$ cat config.mk
export PLATFORM = sky130hd
export DESIGN_NAME = obs_ctrl_flat
export DESIGN_NICKNAME = d
export VERILOG_FILES = /design/src/rtl/obs_pkg.sv /design/src/rtl/obs_ctrl_if.sv /design/src/rtl/lfsr8.sv /design/src/rtl/obs_ctrl.sv /design/src/flat_wrapper.sv
export SDC_FILE = /design/constraint.sdc
export NUM_CORES = 1
export LEC_CHECK = 0
export CAP_MARGIN = 20
export CORE_MARGIN = 4
export CORE_UTILIZATION = 50
export CTS_CLUSTER_DIAMETER = 50
export DETAILED_ROUTE_END_ITERATION = 8
export PLACE_DENSITY = 0.84
export SETUP_SLACK_MARGIN = 0.02
export SYNTH_ARGS = -nofsm -noshare
export SYNTH_HDL_FRONTEND = slang
export SYNTH_SLANG_ARGS = --single-unit
export TNS_END_PERCENT = 30
$ cat constraint.sdc
create_clock -name clk -period 2.6 [get_ports clk]
set_input_delay 0.26 -clock clk [delete_from_list [all_inputs] [get_ports clk]]
set_output_delay 0.26 -clock clk [all_outputs]
set_load 0.02 [all_outputs]
$ cat src/rtl/obs_pkg.sv
// Shared definitions for the obstacle controller.
// The package holds the FSM state encoding, the LFSR feedback taps, the
// number of obstacle slots, and the saturating gap-reload helper.
package obs_pkg;

    // Encoding 2'd3 is unused. The FSM recovers from it to ST_IDLE.
    typedef enum logic [1:0] {
        ST_IDLE = 2'd0,
        ST_RUN  = 2'd1,
        ST_HALT = 2'd2
    } state_t;

    // Fibonacci taps for x^8 + x^6 + x^5 + x^4 + 1 (register bits 7, 5, 4, 3).
    localparam logic [7:0] LFSR_TAPS = 8'hB8;

    // Number of obstacle slots held by the controller.
    localparam int N_SLOTS = 2;

    // Reload value for the gap counter after a spawn.
    // The result is min_gap + rnd, clamped to 8'hFF instead of wrapping.
    function automatic logic [7:0] gap_reload(input logic [7:0] min_gap,
                                              input logic [3:0] rnd);
        logic [8:0] sum;
        sum = {1'b0, min_gap} + {5'd0, rnd};
        return sum[8] ? 8'hFF : sum[7:0];
    endfunction

endpackage

$ cat src/rtl/obs_ctrl_if.sv
// Bus between the game logic and the obstacle controller.
//   i_frame_tick : one-cycle pulse per video frame
//   i_start      : pulse that starts or restarts a run
//   i_collide    : level from the collision logic; halts the game
//   i_speed      : leftward step applied on each frame tick
//   o_xpos0/1    : slot x positions, in half-pixel units
//   o_active0/1  : the slot holds a visible obstacle
//   o_spawn      : one-cycle pulse when a slot is loaded
//   o_state      : current FSM state
// The master modport is the driving side. The slave modport is the controller.
interface obs_ctrl_if;
    logic       i_frame_tick;
    logic       i_start;
    logic       i_collide;
    logic [3:0] i_speed;
    logic [8:0] o_xpos0;
    logic [8:0] o_xpos1;
    logic       o_active0;
    logic       o_active1;
    logic       o_spawn;
    logic [1:0] o_state;

    modport master (
        output i_frame_tick, i_start, i_collide, i_speed,
        input  o_xpos0, o_xpos1, o_active0, o_active1, o_spawn, o_state
    );

    modport slave (
        input  i_frame_tick, i_start, i_collide, i_speed,
        output o_xpos0, o_xpos1, o_active0, o_active1, o_spawn, o_state
    );
endinterface

$ cat src/rtl/lfsr8.sv
// 8-bit free-running Fibonacci LFSR.
// It advances on every clock and reloads SEED on reset.
//   clk : system clock
//   rst : synchronous, active-high reset
//   rnd : low nibble of the register, used to randomise spawn gaps
// SEED must be non-zero, otherwise the register locks at zero.
module lfsr8
    import obs_pkg::*;
#(
    parameter logic [7:0] SEED = 8'hA5
) (
    input  logic       clk,
    input  logic       rst,
    output logic [3:0] rnd
);

    logic [7:0] q;

    // NOTE: clocked state uses non-blocking assignments only, so every
    // register samples pre-edge values regardless of process ordering.
    always_ff @(posedge clk) begin
        if (rst) begin
            q <= SEED;
        end else begin
            q <= {q[6:0], ^(q & LFSR_TAPS)};
        end
    end

    assign rnd = q[3:0];

endmodule

$ cat src/rtl/obs_ctrl.sv
// Obstacle controller for the runner game.
// The controller moves up to N_SLOTS obstacles leftward on each frame tick,
// retires obstacles that reach the left edge, and spawns new ones at SPAWN_X.
// Spawns are separated by at least MIN_GAP ticks plus a random 0..15 ticks.
//   clk : system clock
//   rst : synchronous, active-high reset
//   bus : obs_ctrl_if.slave; the game inputs and obstacle outputs
module obs_ctrl
    import obs_pkg::*;
#(
    parameter logic [8:0] SPAWN_X   = 9'd320,
    parameter logic [7:0] MIN_GAP   = 8'd20,
    parameter logic [7:0] LFSR_SEED = 8'hA5
) (
    input logic        clk,
    input logic        rst,
    obs_ctrl_if.slave  bus
);

    state_t               state_q, state_d;
    logic [8:0]           xpos_q [N_SLOTS];
    logic [8:0]           xpos_d [N_SLOTS];
    logic [N_SLOTS-1:0]   active_q, active_d;
    logic [7:0]           gap_q, gap_d;
    logic                 spawn_q, spawn_d;
    logic                 found;
    logic [3:0]           lfsr_rnd;

    lfsr8 #(.SEED(LFSR_SEED)) u_lfsr (
        .clk (clk),
        .rst (rst),
        .rnd (lfsr_rnd)
    );

    // NOTE: every variable written in this block gets a default first.
    // A path that leaves one unassigned would infer a latch.
    always_comb begin
        state_d  = state_q;
        xpos_d   = xpos_q;
        active_d = active_q;
        gap_d    = gap_q;
        spawn_d  = 1'b0;
        found    = 1'b0;

        case (state_q)
            ST_IDLE, ST_HALT: begin
                if (bus.i_start) begin
                    state_d  = ST_RUN;
                    active_d = '0;
                    gap_d    = MIN_GAP;
                    for (int i = 0; i < N_SLOTS; i++) begin
                        xpos_d[i] = '0;
                    end
                end
            end

            ST_RUN: begin
                // Collide takes priority over the tick, so the positions
                // freeze at their pre-edge values.
                if (bus.i_collide) begin
                    state_d = ST_HALT;
                end else if (bus.i_frame_tick) begin
                    // Move active slots. A slot that would pass the left
                    // edge retires at 0 instead of wrapping.
                    for (int i = 0; i < N_SLOTS; i++) begin
                        if (active_q[i]) begin
                            if (xpos_q[i] < {5'd0, bus.i_speed}) begin
                                active_d[i] = 1'b0;
                                xpos_d[i]   = '0;
                            end else begin
                                xpos_d[i] = xpos_q[i] - {5'd0, bus.i_speed};
                            end
                        end
                    end

                    // A slot freed on this same tick may be reused at once.
                    // The spawned slot skips this tick's motion.
                    if (gap_q == 8'd0) begin
                        for (int i = 0; i < N_SLOTS; i++) begin
                            if (!found && !active_d[i]) begin
                                found       = 1'b1;
                                active_d[i] = 1'b1;
                                xpos_d[i]   = SPAWN_X;
                            end
                        end
                        // With every slot busy the counter stays at 0, so
                        // the spawn happens on the first tick a slot frees.
                        if (found) begin
                            gap_d   = gap_reload(MIN_GAP, lfsr_rnd);
                            spawn_d = 1'b1;
                        end
                    end else begin
                        gap_d = gap_q - 8'd1;
                    end
                end
            end

            default: state_d = ST_IDLE;
        endcase
    end

    always_ff @(posedge clk) begin
        if (rst) begin
            // NOTE: the slot registers are reset as well, because they
            // drive visible outputs and feed the retire/spawn decisions.
            state_q  <= ST_IDLE;
            active_q <= '0;
            gap_q    <= MIN_GAP;
            spawn_q  <= 1'b0;
            for (int i = 0; i < N_SLOTS; i++) begin
                xpos_q[i] <= '0;
            end
        end else begin
            state_q  <= state_d;
            xpos_q   <= xpos_d;
            active_q <= active_d;
            gap_q    <= gap_d;
            spawn_q  <= spawn_d;
        end
    end

    assign bus.o_xpos0   = xpos_q[0];
    assign bus.o_xpos1   = xpos_q[1];
    assign bus.o_active0 = active_q[0];
    assign bus.o_active1 = active_q[1];
    assign bus.o_spawn   = spawn_q;
    assign bus.o_state   = state_q;

endmodule

$ cat src/flat_wrapper.sv
// flat-port wrapper written by rule: the top's interface ports become plain ports
module obs_ctrl_flat import obs_pkg::*;
#(
    parameter logic [8:0] SPAWN_X   = 9'd320,
    parameter logic [7:0] MIN_GAP   = 8'd20,
    parameter logic [7:0] LFSR_SEED = 8'hA5
)
  (clk, rst, bus_i_frame_tick, bus_i_start, bus_i_collide, bus_i_speed, bus_o_xpos0, bus_o_xpos1, bus_o_active0, bus_o_active1, bus_o_spawn, bus_o_state);
  obs_ctrl_if bus_i ();
  input logic clk;
  input logic rst;
  input wire logic [$bits(bus_i.i_frame_tick)-1:0] bus_i_frame_tick;
  input wire logic [$bits(bus_i.i_start)-1:0] bus_i_start;
  input wire logic [$bits(bus_i.i_collide)-1:0] bus_i_collide;
  input wire logic [$bits(bus_i.i_speed)-1:0] bus_i_speed;
  output wire logic [$bits(bus_i.o_xpos0)-1:0] bus_o_xpos0;
  output wire logic [$bits(bus_i.o_xpos1)-1:0] bus_o_xpos1;
  output wire logic [$bits(bus_i.o_active0)-1:0] bus_o_active0;
  output wire logic [$bits(bus_i.o_active1)-1:0] bus_o_active1;
  output wire logic [$bits(bus_i.o_spawn)-1:0] bus_o_spawn;
  output wire logic [$bits(bus_i.o_state)-1:0] bus_o_state;
  assign bus_i.i_frame_tick = bus_i_frame_tick;
  assign bus_i.i_start = bus_i_start;
  assign bus_i.i_collide = bus_i_collide;
  assign bus_i.i_speed = bus_i_speed;
  assign bus_o_xpos0 = bus_i.o_xpos0;
  assign bus_o_xpos1 = bus_i.o_xpos1;
  assign bus_o_active0 = bus_i.o_active0;
  assign bus_o_active1 = bus_i.o_active1;
  assign bus_o_spawn = bus_i.o_spawn;
  assign bus_o_state = bus_i.o_state;
  obs_ctrl #(.SPAWN_X(SPAWN_X), .MIN_GAP(MIN_GAP), .LFSR_SEED(LFSR_SEED)) u_core (.clk(clk), .rst(rst), .bus(bus_i));
endmodule
==> summary.txt <==
Worst setup path
  • Worst path max stage delay: 450 ps
  • Crit start category: input port
  • Largest fanout on the critical path: 7
  • Slowest cell on crit path: clkdlybuf4s50_1
  • WS Path Type: in -> reg
  • Worst EP arrival: 2460 ps
  • Req. time, crit path: 2790 ps
  • Crit. End Element: flip-flop
  • CP Cell Sequence: clkdlybuf4s50_1 > inv_1 > ha_1 > nor2b_1 > o31a_1 > o21a_1 > a311o_1 > a221o_1

CTS
  • Post-CTS sizing: 0
  • Worst-path clk slew: 90 ps
  • TritonCTS clock tree: yes
  • Maximum clock path buffer count: 2
  • Setup bufs post-CTS: 0
  • Insertion delay to the later sink of the worst-skew pair: 300 ps
  • H-tree level count: 2
  • CTS Hold Bufs: 0
  • Clk root buf: clkbuf_8
  • Clock sinks: 39
  • CTS Buf Count: 5

Synth
  • Synthesized area: 2260 µm²
  • Most used DFF post-synth: dfxtp_1
  • Number of flops mapped to enable cells by yosys: 0
  • Syn nets: 280
  • Sequential fraction of the synthesis area: 34.6%
  • Flops & latches, synth: 39
  • Synth Area per Inst: 8.72 µm²
  • Synth cell types: 60
  • Syn. warnings: 0
  • Asr flop ratio synth: 0%
  • Cell count after synthesis: 259

Timing
  • Max Clk Rate: 0.440 GHz
  • Post-route clock period utilization: 87.4%
  • Worst slew pin tran: 760 ps
  • Fin worst setup slack: 329 ps
  • Max-slew headroom: 48.9%
  • Slew Limit Fails: 0
  • Unrepaired setup endpoints after global routing: no
  • Tmin final: 2270 ps
  • Setup TNS: 0 ps
  • Clock skew: 9.25 ps
  • Fin. Hold Viols: 0
  • Final setup fails: 0

GRT
  • Vias in the first global route: 2082
  • Grt total ovfl: 0
  • Pin count of the biggest net entering global routing: 16
  • Tot GR Track Use: 21.5%
  • Initial antenna violation count: 0
  • First-pass GRT wire length: 9.54 mm

Power
  • Total power: 0.00131 W
  • Static Leak: 1.06 nW
  • Worst vdd ir: 0.364 mV
  • Pwr dens: 465 nW/µm²

Placed design
  • Buffers on Ports: 31
  • Placement Setup Slack: 28.3 ps
  • Dpl hpwl: 4.13 mm
  • GPL Wtd Cong: 0.922

Floorplanning
  • I/O Pins: 32
  • Initial Util: 51.9%
  • Die height: 75.2 µm
  • Core Region: 4350 µm²
  • Row Count: 24
  • Die Wd: 75.2 µm
  • Die ar.: 5660 µm²

Layout
  • Layout cells sized above 1: 11.2%
  • Fillcell total: 366
  • Diode count: 0
  • Syn-to-layout area delta: 24.6%
  • Nets@finish: 323

Route
  • Post-route ant nets: 0
  • Post-Route WL: 5.55 mm
  • WL/cell: 15.6 µm
  • Routed vias: 2158
  • Initial DRC Count: 203
  • DR pass1 iterations: 4
  • Vias/cell: 6.08
  • Residual DRC: 0

Run status
  • Status: completed

Hold path
  • Hold Path Class: reg -> reg

Job
  • MaxCap Viol Count: 0
layer usage:
metal	global-route usage [%]	share of wire (%)	vias up
met5	0	0	-
met4	7.77	1.4	0
met3	3.74	5.0	8
met2	34.5	48	56
met1	29.0	46	1032
li1	-	-	1062
flip-flops by register name (all words and copies together) (netlist names):
register            cells
u_core.bus.o_xpos0      9
u_core.active_q         2
u_core.bus.o_state      2
u_core.gap_q            8
u_core.u_lfsr.q         8
u_core.bus.o_xpos1      9
u_core.bus.o_spawn      1
power by group:
| part | switching (W) | internal, W | total [W] | leakage (nW) |
|---|---|---|---|---|
| combinational | 0.0000839 | 0.0000680 | 0.000152 | 0.685 |
| clock | 0.000237 | 0.000291 | 0.000528 | 0.0587 |
| sequential | 0.0000144 | 0.000614 | 0.000628 | 0.317 |
| total | 0.000335 | 0.000973 | 0.00131 | 1.06 |
worst paths after layout:
check                                      from                             to  slack [ps]  cells past startpoint
hold reg to reg   u_core.u_lfsr.q[6]$_SDFF_PP0_  u_core.u_lfsr.q[7]$_SDFF_PP1_         420                      1
hold / removal    u_core.u_lfsr.q[6]$_SDFF_PP0_  u_core.u_lfsr.q[7]$_SDFF_PP1_         420                      1
setup reg to reg   u_core.gap_q[0]$_SDFFE_PP0P_   u_core.gap_q[2]$_SDFFE_PP1P_         440                      8
setup / recovery                 bus_i_speed[1]   u_core.gap_q[2]$_SDFFE_PP1P_         330                      8
layout by cell type (no fill, tap or decap), types with 3 or more instances in the layout:
cell,netlist,routed
o31ai_1,4,4
o21ai_0,9,9
nand2b_1,4,4
o21a_1,6,6
dfxtp_1,39,39
nand3_1,10,10
a211oi_1,4,4
mux2i_1,4,4
a21oi_1,13,13
ha_1,10,10
a32o_1,3,3
clkbuf_8,0,5
nor2_1,20,20
a21o_1,3,3
buf_4,0,12
or2_2,3,3
clkdlybuf4s50_1,0,31
nand2_1,16,16
nor3_1,7,7
a31oi_1,8,8
a22o_1,4,4
o211ai_1,4,4
or3_1,3,3
inv_1,12,12
nor2b_1,11,11
nor4_1,3,3
xor2_1,5,5
kinds of logic after synthesis:
kind of cell | Yosys count | share of synthesized area (%)
xor+xnor | 7 | 2.71
flops | 39 | 34.6
simple gates | 93 | 22.8
fa+ha+maj | 12 | 7.31
buf+inv | 20 | 3.32
mux | 6 | 2.93
compound gates | 82 | 26.4
cell type report:
type	count	area [µm²]	share of cell area (%)
multi-input combinational	200	1400	49.9
sequential	39	781	27.7
timing repair buffer	43	400	14.2
clock buffer	5	68.8	2.44
tap	52	65.1	2.31
inverter	13	48.8	1.73
clock inverter	3	47.5	1.69
metrics by stage:
stage | hold slack (ps) | util, % | cell area, µm² | std cells
6_report | 418 | 64.7 | 2820 | 355
5_1_grt | 451 | 64.7 | 2820 | 355
4_1_cts | 423 | 64.7 | 2820 | 355
3_5_place_dp | 403 | 62.0 | 2700 | 347
3_3_place_gp | 394 | 62.0 | 2700 | 347
2_1_floorplan | 389 | - | 2260 | 259
synthesized netlist by cell type, types with 5 or more instances:
library cell  instances  area share [%]
o21ai_0               9             2.0
a31oi_1               8             2.2
dfxtp_1              39              35
a21oi_1              13             2.9
xor2_1                5             1.9
ha_1                 10             5.5
nand2_1              16             2.7
clkbuf_1              7             1.2
o21a_1                6             2.0
nor2_1               20             3.3
nor2b_1              11             3.0
nor3_1                7             1.6
inv_1                12             2.0
nand3_1              10             2.2
worst max-delay path: cells and delay by family:
family	cells	cell delay, ps
AOI/OAI and AO/OA	4	1230
adders and majority gates	1	280
and+or+nand+nor	1	140
buffers and inverters	2	550
(Power assumes the default switching activity.)
